## src/rtl/pwm_duty_sequencer_pkg.sv

```systemverilog
// ============================================================================
// Module      : pwm_duty_sequencer_pkg
// Description : Shared state encodings and default widths for the PWM duty
//               sequencer, its step timer and neighbouring PWM blocks.
// Revision    : 1.0 - initial release
// ============================================================================
`default_nettype none

package pwm_duty_sequencer_pkg;

    localparam int DEF_DUTY_W       = 4;
    localparam int DEF_DUTY_MAX     = 10;
    localparam int DEF_INIT_TARGET  = 5;
    localparam int DEF_STEP_PERIODS = 4;

    typedef enum logic [1:0] {
        ST_OFF  = 2'd0,
        ST_RAMP = 2'd1,
        ST_HOLD = 2'd2
    } seq_state_t;

    // Counter width able to index 0..n-1, never narrower than one bit.
    function automatic int cnt_width(input int n);
        return (n <= 2) ? 1 : $clog2(n);
    endfunction

endpackage

`default_nettype wire

```

## src/rtl/pwm_duty_sequencer_if.sv

```systemverilog
// ============================================================================
// Module      : pwm_duty_sequencer_if
// Description : Control/handshake bundle between host, debouncers, PWM counter
//               and the duty sequencer.
// Revision    : 1.0 - initial release
// ============================================================================
`default_nettype none

interface pwm_duty_sequencer_if #(
    parameter int DUTY_W = 4
);

    logic              enable;
    logic              period_end;
    logic              inc_pulse;
    logic              dec_pulse;
    logic              tgt_valid;
    logic [DUTY_W-1:0] tgt_duty;
    logic              tgt_ready;
    logic [DUTY_W-1:0] duty_out;
    logic              busy;
    logic              at_target;

    modport master (
        output enable,
        output period_end,
        output inc_pulse,
        output dec_pulse,
        output tgt_valid,
        output tgt_duty,
        input  tgt_ready,
        input  duty_out,
        input  busy,
        input  at_target
    );

    modport slave (
        input  enable,
        input  period_end,
        input  inc_pulse,
        input  dec_pulse,
        input  tgt_valid,
        input  tgt_duty,
        output tgt_ready,
        output duty_out,
        output busy,
        output at_target
    );

endinterface

`default_nettype wire

```

## src/rtl/pwm_duty_sequencer_step_timer.sv

```systemverilog
// ============================================================================
// Module      : pwm_step_timer
// Description : Counts PWM period_end pulses and strobes once every
//               STEP_PERIODS pulses; clear_i holds the count at zero.
// Revision    : 1.0 - initial release
// ============================================================================
`default_nettype none

module pwm_step_timer
    import pwm_duty_sequencer_pkg::*;
#(
    parameter int STEP_PERIODS = DEF_STEP_PERIODS
) (
    input  logic clk,
    input  logic rst,
    input  logic clear_i,
    input  logic tick_i,
    output logic step_o
);

    localparam int               CNT_W = cnt_width(STEP_PERIODS);
    localparam logic [CNT_W-1:0] LAST  = CNT_W'(STEP_PERIODS - 1);

    logic [CNT_W-1:0] count_q;
    logic [CNT_W-1:0] count_d;

    always_comb begin
        count_d = count_q;
        step_o  = 1'b0;
        if (clear_i) begin
            count_d = '0;
        end else if (tick_i) begin
            if (count_q == LAST) begin
                count_d = '0;
                step_o  = 1'b1;
            end else begin
                count_d = count_q + 1'b1;
            end
        end
    end

    always_ff @(posedge clk) begin
        if (rst) begin
            count_q <= '0;
        end else begin
            count_q <= count_d;
        end
    end

endmodule

`default_nettype wire

```

## src/rtl/pwm_duty_sequencer.sv

```systemverilog
// ============================================================================
// Module      : pwm_duty_sequencer
// Description : Owns the PWM duty value; ramps it toward a button/host target
//               one count per STEP_PERIODS periods, only at period boundaries.
// Revision    : 1.0 - initial release
// ============================================================================
`default_nettype none

module pwm_duty_sequencer
    import pwm_duty_sequencer_pkg::*;
#(
    parameter int DUTY_W       = DEF_DUTY_W,
    parameter int DUTY_MAX     = DEF_DUTY_MAX,
    parameter int INIT_TARGET  = DEF_INIT_TARGET,
    parameter int STEP_PERIODS = DEF_STEP_PERIODS
) (
    input  logic                 clk,
    input  logic                 rst,
    pwm_duty_sequencer_if.slave  seq_if
);

    localparam logic [DUTY_W-1:0] MAX_D  = DUTY_W'(DUTY_MAX);
    localparam logic [DUTY_W-1:0] INIT_D = DUTY_W'(INIT_TARGET);

    seq_state_t        state_q;
    seq_state_t        state_d;
    logic [DUTY_W-1:0] target_q;
    logic [DUTY_W-1:0] target_d;
    logic [DUTY_W-1:0] duty_q;
    logic [DUTY_W-1:0] duty_d;

    logic [DUTY_W-1:0] w_goal;
    logic              w_ready;
    logic              w_host_xfer;
    logic              w_step;

    assign w_goal      = seq_if.enable ? target_q : '0;
    assign w_ready     = (state_q != ST_RAMP);
    assign w_host_xfer = seq_if.tgt_valid & w_ready;

    // Timer only runs while ramping, so every RAMP entry starts from zero.
    pwm_step_timer #(
        .STEP_PERIODS (STEP_PERIODS)
    ) u_step_timer (
        .clk     (clk),
        .rst     (rst),
        .clear_i (state_q != ST_RAMP),
        .tick_i  (seq_if.period_end),
        .step_o  (w_step)
    );

    always_comb begin
        target_d = target_q;
        if (w_host_xfer) begin
            target_d = (seq_if.tgt_duty > MAX_D) ? MAX_D : seq_if.tgt_duty;
        end else if (seq_if.inc_pulse && !seq_if.dec_pulse) begin
            if (target_q < MAX_D) begin
                target_d = target_q + 1'b1;
            end
        end else if (seq_if.dec_pulse && !seq_if.inc_pulse) begin
            if (target_q != '0) begin
                target_d = target_q - 1'b1;
            end
        end
    end

    always_comb begin
        state_d = state_q;
        duty_d  = duty_q;
        case (state_q)
            ST_OFF: begin
                duty_d = '0;
                if (seq_if.enable) begin
                    state_d = (w_goal != '0) ? ST_RAMP : ST_HOLD;
                end
            end
            ST_RAMP: begin
                if (w_step) begin
                    // Direction is re-evaluated every step so a moved goal reverses cleanly.
                    if (w_goal > duty_q) begin
                        duty_d = duty_q + 1'b1;
                    end else if (w_goal < duty_q) begin
                        duty_d = duty_q - 1'b1;
                    end
                    if (duty_d == w_goal) begin
                        state_d = seq_if.enable ? ST_HOLD : ST_OFF;
                    end
                end
            end
            ST_HOLD: begin
                if (w_goal != duty_q) begin
                    state_d = ST_RAMP;
                end else if (!seq_if.enable && (duty_q == '0)) begin
                    state_d = ST_OFF;
                end
            end
            default: begin
                state_d = ST_OFF;
                duty_d  = '0;
            end
        endcase
    end

    always_ff @(posedge clk) begin
        if (rst) begin
            state_q  <= ST_OFF;
            target_q <= INIT_D;
            duty_q   <= '0;
        end else begin
            state_q  <= state_d;
            target_q <= target_d;
            duty_q   <= duty_d;
        end
    end

    assign seq_if.tgt_ready = w_ready;
    assign seq_if.duty_out  = duty_q;
    assign seq_if.busy      = (state_q == ST_RAMP);
    assign seq_if.at_target = (state_q == ST_HOLD) & seq_if.enable;

endmodule

`default_nettype wire
```

## src/flat_wrapper.sv

```systemverilog
// flat-port wrapper written by rule: the top's interface ports become plain ports
module pwm_duty_sequencer_flat import pwm_duty_sequencer_pkg::*;
#(
    parameter int DUTY_W       = DEF_DUTY_W,
    parameter int DUTY_MAX     = DEF_DUTY_MAX,
    parameter int INIT_TARGET  = DEF_INIT_TARGET,
    parameter int STEP_PERIODS = DEF_STEP_PERIODS
)
  (clk, rst, seq_if_enable, seq_if_period_end, seq_if_inc_pulse, seq_if_dec_pulse, seq_if_tgt_valid, seq_if_tgt_duty, seq_if_tgt_ready, seq_if_duty_out, seq_if_busy, seq_if_at_target);
  pwm_duty_sequencer_if #(.DUTY_W(DUTY_W)) seq_if_i ();
  input  logic clk;
  input  logic rst;
  input wire logic [$bits(seq_if_i.enable)-1:0] seq_if_enable;
  input wire logic [$bits(seq_if_i.period_end)-1:0] seq_if_period_end;
  input wire logic [$bits(seq_if_i.inc_pulse)-1:0] seq_if_inc_pulse;
  input wire logic [$bits(seq_if_i.dec_pulse)-1:0] seq_if_dec_pulse;
  input wire logic [$bits(seq_if_i.tgt_valid)-1:0] seq_if_tgt_valid;
  input wire logic [$bits(seq_if_i.tgt_duty)-1:0] seq_if_tgt_duty;
  output wire logic [$bits(seq_if_i.tgt_ready)-1:0] seq_if_tgt_ready;
  output wire logic [$bits(seq_if_i.duty_out)-1:0] seq_if_duty_out;
  output wire logic [$bits(seq_if_i.busy)-1:0] seq_if_busy;
  output wire logic [$bits(seq_if_i.at_target)-1:0] seq_if_at_target;
  assign seq_if_i.enable = seq_if_enable;
  assign seq_if_i.period_end = seq_if_period_end;
  assign seq_if_i.inc_pulse = seq_if_inc_pulse;
  assign seq_if_i.dec_pulse = seq_if_dec_pulse;
  assign seq_if_i.tgt_valid = seq_if_tgt_valid;
  assign seq_if_i.tgt_duty = seq_if_tgt_duty;
  assign seq_if_tgt_ready = seq_if_i.tgt_ready;
  assign seq_if_duty_out = seq_if_i.duty_out;
  assign seq_if_busy = seq_if_i.busy;
  assign seq_if_at_target = seq_if_i.at_target;
  pwm_duty_sequencer #(.DUTY_W(DUTY_W), .DUTY_MAX(DUTY_MAX), .INIT_TARGET(INIT_TARGET), .STEP_PERIODS(STEP_PERIODS)) u_core (.clk(clk), .rst(rst), .seq_if(seq_if_i));
endmodule
```

## config.mk

```make
export PLATFORM = sky130hd
export DESIGN_NAME = pwm_duty_sequencer_flat
export DESIGN_NICKNAME = d
export VERILOG_FILES = /design/src/rtl/pwm_duty_sequencer_pkg.sv /design/src/rtl/pwm_duty_sequencer_if.sv /design/src/rtl/pwm_duty_sequencer_step_timer.sv /design/src/rtl/pwm_duty_sequencer.sv /design/src/flat_wrapper.sv
export SDC_FILE = /design/constraint.sdc
export NUM_CORES = 1
export LEC_CHECK = 0
export CAP_MARGIN = 20
export CORE_MARGIN = 2
export CORE_UTILIZATION = 49
export DETAILED_ROUTE_END_ITERATION = 10
export PLACE_DENSITY = 0.76
export SYNTH_ARGS = -nofsm -noshare
export SYNTH_HDL_FRONTEND = slang
export SYNTH_SLANG_ARGS = --single-unit
export TNS_END_PERCENT = 20
```

## constraint.sdc

```tcl
create_clock -name clk -period 2.51 [get_ports clk]
set_input_delay 0.502 -clock clk [delete_from_list [all_inputs] [get_ports clk]]
set_output_delay 0.502 -clock clk [all_outputs]
set_load 0.02 [all_outputs]
```

-- Word-level counts from Yosys, hierarchy flattened
Index checks and enable logic that the tools add are counted.
- register bits after elaboration: 12
- bits of input ports: 11
- output and inout bits: 7
- logic and storage cells: 68
- add/subtract/negate cells: 5
- order comparisons: 4
- equality and inequality tests: 11
- muxes and demuxes: 25
- bitwise logic cells: 3
- reductions and logical operators: 16
- operator list (cell ; number):
    $mux 4 ; 12
    $mux 2 ; 8
    $add 4x1->4 const B ; 2
    $pmux 4 s2 ; 1
    $reduce_bool 4->1 ; 2
    $sub 4x1->4 const B ; 2
    $ne 2x1->1 const B ; 3
    $pmux 2 s3 ; 1
    $reduce_bool 3->1 ; 2
    $eq 2x2->1 const B ; 2
    $eq 4x4->1 ; 1
    $gt 4x4->1 ; 1
    $gt 4x4->1 const B ; 1
    $logic_not 4->1 ; 1
    $lt 4x4->1 ; 1
    $lt 4x4->1 const B ; 1
    $ne 4x4->1 ; 1
    $reduce_and 4->1 ; 1
    $logic_and 1x1->1 ; 3
    $logic_not 1->1 ; 3
    $mux 1 ; 3
    $ne 3x1->1 const B ; 1
    $ne 3x2->1 const B ; 1
    $reduce_and 3->1 ; 1
    other kinds (8) ; 9

-- Longest topological paths before layout
Gate-level depths: netlist of run 1.
- depth in word-level cells: 10
- depth in mapped cells: 9
- gate-level depth less buffers: 9

-- Hierarchy
A second synthesis of run 1 with hierarchy kept.
- cell total of the unflattened synthesis: 161
- area, all modules: 1258.7 sq um
- modules (own cells, without submodules) (module ; times used ; cells each ; area each (sq um) ; seq. area each (sq um)):
    pwm_duty_sequencer ; 1 ; 151 ; 1156.1 ; 200.2
    pwm_step_timer ; 1 ; 10 ; 102.6 ; 40.0

-- Least setup slack after synthesis of run 1
Ideal clock, no wire load.
- kind: input -> register
- start: input seq_if_enable
- end: register u_core.state_q[0]
- setup time: 0.120 ns
- arrival time: 2.289 ns
- required time: 2.390 ns
- path slack: 0.102 ns
- stages: 9
- buffers on the path: 1
- cells stage by stage: and2_1 clkbuf_1 ha_1 nor2b_1 or4_1 nand2_1 or3_1 a32oi_1 o31a_1
- longest elaborated chain between the ends: 9
- elaborated cells between the ends (all ways): 20
- those cells by class: order compare (2); eq/ne (5); mux (9); reduce/logical (4)
- ends and longest elaborated chain (item ; RTL line ; RTL):
    start: declaration ; flat_wrapper.sv:13 ; input wire logic [$bits(seq_if_i.enable)-1:0] seq_if_enable;
    $mux 4 ; pwm_duty_sequencer.sv:37 ; assign w_goal = seq_if.enable ? target_q : '0;
    $lt 4x4->1 ; pwm_duty_sequencer.sv:82 ; end else if (w_goal < duty_q) begin
    $mux 4 ; pwm_duty_sequencer.sv:82 ;
    $mux 4 ; pwm_duty_sequencer.sv:80 ; if (w_goal > duty_q) begin
    $mux 4 ; pwm_duty_sequencer.sv:78 ; if (w_step) begin
    $mux 4 ; pwm_duty_sequencer.sv:70 ; case (state_q)
    $eq 4x4->1 ; pwm_duty_sequencer.sv:85 ; if (duty_d == w_goal) begin
    $ne 2x1->1 (no source line) ; - ;
    $reduce_and 4->1 (no source line) ; - ;
    end signal: assignment ; pwm_duty_sequencer.sv:110 ; state_q <= state_d;
    end: declaration ; pwm_duty_sequencer.sv:25 ; seq_state_t state_q;
Parallel ways exist; a longest one is shown, timed or not. The select of a mux whose other input is x is not followed.
A chain may end at the register's enable or synchronous reset.

-- Worst setup path in the final report of run 1
- start: input seq_if_dec_pulse
- end: register u_core.target_q[3]
- longest elaborated chain between the ends: 4
- elaborated cells between the ends (all ways): 9
- those cells by class: eq/ne (1); mux (2); reduce/logical (6)
- ends and longest elaborated chain (item ; RTL line ; RTL):
    start: declaration ; flat_wrapper.sv:16 ; input wire logic [$bits(seq_if_i.dec_pulse)-1:0] seq_if_dec_pulse;
    $logic_not 1->1 ; pwm_duty_sequencer.sv:56 ; end else if (seq_if.inc_pulse && !seq_if.dec_pulse) begin
    $logic_and 1x1->1 ; pwm_duty_sequencer.sv:56 ;
    $ne 3x2->1 (no source line), or another cell as far along ; - ;
    $reduce_and 3->1 (no source line) / $mux 4 (equally long branches) ; - ;
    end signal: assignment ; pwm_duty_sequencer.sv:111 ; target_q <= target_d;
    end: declaration ; pwm_duty_sequencer.sv:27 ; logic [DUTY_W-1:0] target_q;
Parallel ways exist; a longest one is shown, timed or not.

==> reports/qor.yml, run 1 <==
grt:
  grt_max_degree: 15
  gr-total-overflow: 0
  antenna_found_initial: 0
  grt_use_total_pct: 26.7
  grt_pass1_vias: 1299
  grt_pass1_wl_mm: 5.80
critical_path:
  worst-setup-path-type: "in2reg"
  crit_buf_inv: 3
  arrival_ps: 2580
  worstPathMaxFanout: 2
  crit-reg2reg-launch: "u_core.target_q[1]$_SDFFE_PP0P_"
  setup.worst_path.start: "seq_if_dec_pulse"
  critical_path_depth: 10
  end_kind: "register"
  critPathSlowestCell: "clkdlybuf4s50_1"
  cpLargestDelayFamily: "compound AO/OA/AOI/OAI gates"
  critPathLaunchType: "primary input"
  ff2ff_path_depth: 8
  cp_cell_sequence: "clkdlybuf4s50_1 > inv_1 > ha_1 > inv_1 > ha_1 > a21o_2 > a21oi_1 > xnor2_1 > or3_1 > a311oi_1"
  cp.required_ps: 2700
  critPathMaxStageDelay_ps: 460
floorplan:
  dieHeight_um: 54.9
  num_rows: 18
  die_area_um2: 3020
  coreArea_um2: 2480
  io_pins: 18
  die_w_um: 54.9
  initial_core_util_pct: 51.3
sta:
  slew_viol_final: 0
  grt_setup_unrepaired: "no"
  period_share_pct: 94.9
  hold_ws_ps: 524
  setup_slack_ps: 127
  period_needed_ps: 2380
  setup_viol: 0
  tightest_slew_ps: 480
  fmax_ghz: 0.420
  skew_ps: 4.72
  maxSlewHeadroom_pct: 67.9
  final-hold-violation-count: 0
yosys:
  syn_area_um2: 1270
  ys.flop_type: "dfxtp_1"
  ys_warn_count: 0
  yosysTopAreaCell: "dfxtp_1"
  ys_types: 54
  synth_edf_count: 0
  seq_area_frac_synth_pct: 18.9
  syn_area_per_cell_um2: 7.84
  syn_nets: 184
  synth-seq-cells: 12
  ys_top_cells_by_area: "dfxtp_1 (19%), ha_1 (9.9%), a21oi_1 (6.3%), nand2_1 (4.1%), xnor2_1 (4.1%)"
  ys_async_sr_fraction_pct: 0
  syn_inst: 162
  synth_top_area_share_pct: 18.9
pwr:
  pwr-share-clk_pct: 22.1
  pwr-share-comb_pct: 46.3
  p_int_mw: 0.466
  p_total_mw: 0.743
  p_leak_nw: 0.665
  p_seq_share_pct: 31.6
  power_density_nw_per_um2: 453
  swShare_pct: 37.3
  vdd_drop_max_v: 0.000512
  p_sw_mw: 0.277
clock_tree:
  ctsRootBufferMaster: "clkbuf_4"
  cts_buffers: 3
  clk_pin_slew_worst_paths_ps: 90
  cts_setup_buffers: 0
  clock_latency_ps: 280
  cts_tree: "built"
  clockBufferDepth: 2
  cts_max_level: 1
  cts_hold_buf: 0
  cts.sinks: 12
detailed_routing:
  antenna_left: 0
  vias_per_cell: 6.03
  vias: 1363
  dr.pass1.iters: 4
  drc: 0
  routedWlPerCell_um: 15.4
  initialDrtViolationCount: 25
  totalWireLength_mm: 3.48
place:
  gp_congestion: 0.922
  io_buffers: 17
  pre_cts_slack_ps: -357
  hpwlAfterDp_mm: 2.80
  placedInstanceArea_um2: 1570
run:
  drv_cap: 0
layout:
  finish.utilization_pct: 66.1
  final_cell_area_um2: 1640
  final_nets: 219
  drive_gt1_share_pct: 21.9
  num_antenna_cells: 0
  mostFrequentLayoutCells: "buf_4 (19), a21oi_1 (16), clkdlybuf4s50_1 (16)"
  layout_commonest_cell: "buf_4"
  area_growth_pct: 29.0
worst_hold_path:
  hp-class: "reg2reg"
  worst_hold_startpoint: "u_core.u_step_timer.count_q[1]$_SDFFE_PP0P_"
  hold_depth: 2
status:
  outcome: "finished, final reports clean"
-- cells by family (layout without fill, tap and decap cells) --
kind of cell | after synthesis | after routing | share of synthesized area [%]
simple gates | 61 | 61 | 26.9
compound gates | 50 | 50 | 27.5
buf+inv | 17 | 51 | 7.29
flops | 12 | 12 | 18.9
fa+ha+maj | 11 | 11 | 11.4
xor+xnor | 7 | 7 | 4.83
mux | 4 | 4 | 3.15
-- state kept, by name, summed over array words and instances, names as in the netlist --
name / cells
u_core.target_q: 4
u_core.u_step_timer.count_q: 2
u_core.seq_if.duty_out: 4
u_core.state_q: 2
-- worst min-delay path, stage by stage (launching register included) --
cell and delay, ps:
dfxtp_1 330, mux2i_1 70, nor2_1 80
-- repair_timing --
action                     in CTS  in global routing
setup endpoints to repair       1                  7
resized for setup               3                  7
pin swaps                       0                  3
-- power by group through the flow --
stage          Combinational (mW)  Clock (mW)  Sequential (mW)
2_1_floorplan               0.223           0            0.226
3_3_place_gp                0.318           0            0.238
3_5_place_dp                0.328           0            0.239
4_1_cts                     0.333       0.165            0.235
5_1_grt                     0.379       0.171            0.239
6_report                    0.344       0.164            0.235
-- metrics by stage --
step                      std cells  setup TNS, ps
final                           226              0
after global routing            226              0
after CTS                       226              0
after detailed placement        222          -1800
after global placement          222          -1260
after floorplan                 162              0
-- synthesized netlist by cell type (2+ instances only) --
| cell | n |
|---|---|
| xnor2_1 | 6 |
| nand3b_1 | 2 |
| a211o_1 | 2 |
| nor4_1 | 2 |
| nor2b_1 | 2 |
| clkbuf_8 | 2 |
| inv_1 | 11 |
| clkbuf_1 | 2 |
| dfxtp_1 | 12 |
| o31ai_1 | 3 |
| a211oi_1 | 4 |
| or2_2 | 4 |
| o32ai_1 | 2 |
| nand3_1 | 2 |
| nor2_1 | 8 |
| mux2i_1 | 4 |
| and2_1 | 4 |
| or3_1 | 4 |
| nor3_1 | 5 |
| and3_1 | 2 |
| ha_1 | 10 |
| nand2_1 | 14 |
| a21oi_1 | 16 |
| nand4_1 | 3 |
| a22o_1 | 2 |
| a32oi_1 | 2 |
| o21ai_0 | 5 |
-- area by class of cell --
class,count,area (um^2)
clock buffer,4,36.3
multi-input combinational,133,967
fill,230,840
timing repair buffer,36,315
inverter,11,41.3
tap,30,37.5
sequential,12,240
-- metal layers --
metal  part of all wire, %  global-route usage (%)  vias up
li1                      -                       -      677
met1                    43                    32.9      640
met2                    50                    45.2       38
met3                   5.2                    7.53        8
met4                   1.5                    7.72        0
met5                     0                       0        -
-- path summary, 6_finish.rpt --
path	end	slack, ps
setup reg to reg	u_core.seq_if.duty_out[1]$_SDFFE_PP0P_	280
hold / removal	u_core.u_step_timer.count_q[1]$_SDFFE_PP0P_	520
setup / recovery	u_core.target_q[3]$_SDFFE_PP0P_	130
hold reg to reg	u_core.u_step_timer.count_q[1]$_SDFFE_PP0P_	520
No activity file was read; power rests on OpenSTA's default activity.
==> run 2: changes to the inputs <==
- DONT_BUFFER_PORTS: not set -> 1
- PLACE_DENSITY: 0.76 -> 0.66
==> run 2 against run 1 <==
Compared with the run above: core utilization decreased by 12 points; worst hold slack got worse by 250 ps; clock skew increased by 3.2 ps; cell count decreased by 13%; highest routed layer unchanged.
==> reports/qor.yml, run 2 (same netlist as run 1, synthesis figures left out) <==
grt:
  grt_use_met1_pct: 29.0
  use_met2_pct: 39.9
  grt-busiest-layer: "met2"
  gr-total-overflow: 0
  antenna_found_initial: 0
  grt_pass1_wl_mm: 4.93
  met3_usage_pct: 6.45
  grt_use_total_pct: 23.0
  grt_pass1_vias: 1057
  grt_max_degree: 15
run:
  drv_cap: 0
sta:
  setup_viol: 0
  period_needed_ps: 2310
  tightest_slew_ps: 551
  skew_ps: 7.95
  fmax_ghz: 0.433
  maxSlewHeadroom_pct: 62.8
  grt_setup_unrepaired: "no"
  final-hold-violation-count: 0
  hold_ws_ps: 276
  period_share_pct: 92.0
  fin_tns_setup_ps: 0
  slew_viol_final: 0
floorplan:
  num_rows: 18
  io_pins: 18
  coreArea_um2: 2480
  die_w_um: 54.9
  dieHeight_um: 54.9
  die_area_um2: 3020
  initial_core_util_pct: 51.3
detailed_routing:
  initialDrtViolationCount: 53
  vias_per_cell: 6.22
  routedWlPerCell_um: 16.2
  dr.pass1.iters: 4
  totalWireLength_mm: 3.17
  drc: 0
  vias: 1220
  antenna_left: 0
clock_tree:
  cts_hold_buf: 0
  clockBufferDepth: 2
  cts_setup_buffers: 0
  clk_pin_slew_worst_paths_ps: 90
  clock_latency_ps: 280
  cts_buffers: 3
  cts_tree: "built"
  cts.sinks: 12
  cts-resized-gates: 0
  cts_max_level: 1
  ctsRootBufferMaster: "clkbuf_4"
critical_path:
  worst-setup-path-type: "reg2reg"
  arrival_ps: 2490
  crit-reg2reg-launch: "u_core.target_q[1]$_SDFFE_PP0P_"
  end_kind: "register"
  worstPathMaxFanout: 6
  critPathLaunchType: "register"
  setup.worst_path.start: "u_core.target_q[1]$_SDFFE_PP0P_"
  cp.required_ps: 2690
pwr:
  vdd_drop_max_v: 0.000341
  power_density_nw_per_um2: 484
  p_leak_nw: 0.517
  p_total_mw: 0.648
layout:
  fin_cells: 196
  finish.utilization_pct: 54.0
  mostFrequentLayoutCells: "a21oi_1 (16), nand2_1 (14), dfxtp_1 (12)"
  num_antenna_cells: 0
  drive_gt1_share_pct: 13.3
  layout_commonest_cell: "a21oi_1"
  area_growth_pct: 5.32
  final_nets: 189
  fill_cells: 249
worst_hold_path:
  worst_hold_startpoint: "rst"
  hp-class: "in2reg"
status:
  outcome: "finished, final reports clean"
place:
  io_buffers: 0
  placedCellCount: 192
  gp_congestion: 0.938
  hpwlAfterDp_mm: 2.52
-- run 2: area by class of cell --
cell class                 instances  area (um^2)  share of cell area, %
tap                               30         37.5                   2.81
inverter                          11         41.3                   3.09
sequential                        12          240                   18.0
multi-input combinational        133          937                   70.1
clock buffer                       4         36.3                   2.71
timing repair buffer               6         45.0                   3.37
-- run 2: final timing paths --
kind | end | slack [ps] | cells past startpoint
setup reg to reg | u_core.state_q[0]$_SDFFE_PP0P_ | 200 | 8
setup / recovery | u_core.state_q[0]$_SDFFE_PP0P_ | 200 | 8
hold reg to reg | u_core.u_step_timer.count_q[1]$_SDFFE_PP0P_ | 510 | 2
hold / removal | u_core.seq_if.duty_out[1]$_SDFFE_PP0P_ | 280 | 1
-- run 2: critical path: stages (launching register included) --
cell,delay [ps]
dfxtp_1,430
and2_1,200
ha_1,240
nor2b_1,180
or4_1,530
nand2_1,130
or3_1,120
a32oi_1,70
o31a_1,310
-- run 2: power by group --
group          switching (mW)  internal (mW)
Clock                  0.0717         0.0882
Sequential             0.0320          0.206
Combinational           0.139          0.111
Total                   0.243          0.405
-- run 2: metrics by stage --
step | area (um^2) | setup WS [ps]
CTS | 1340 | 205
global route | 1340 | 39.8
finish | 1340 | 201
floorplan | 1270 | 102
detailed placement | 1300 | 113
global placement | 1300 | 166
-- run 2: metal layers --
layer | vias up | wire, um | part of all wire [%]
met5 | - | 0 | 0
met1 | 560 | 1350 | 43
met2 | 36 | 1570 | 50
li1 | 620 | - | -
met3 | 4 | 197 | 6.2
met4 | 0 | 46 | 1.5
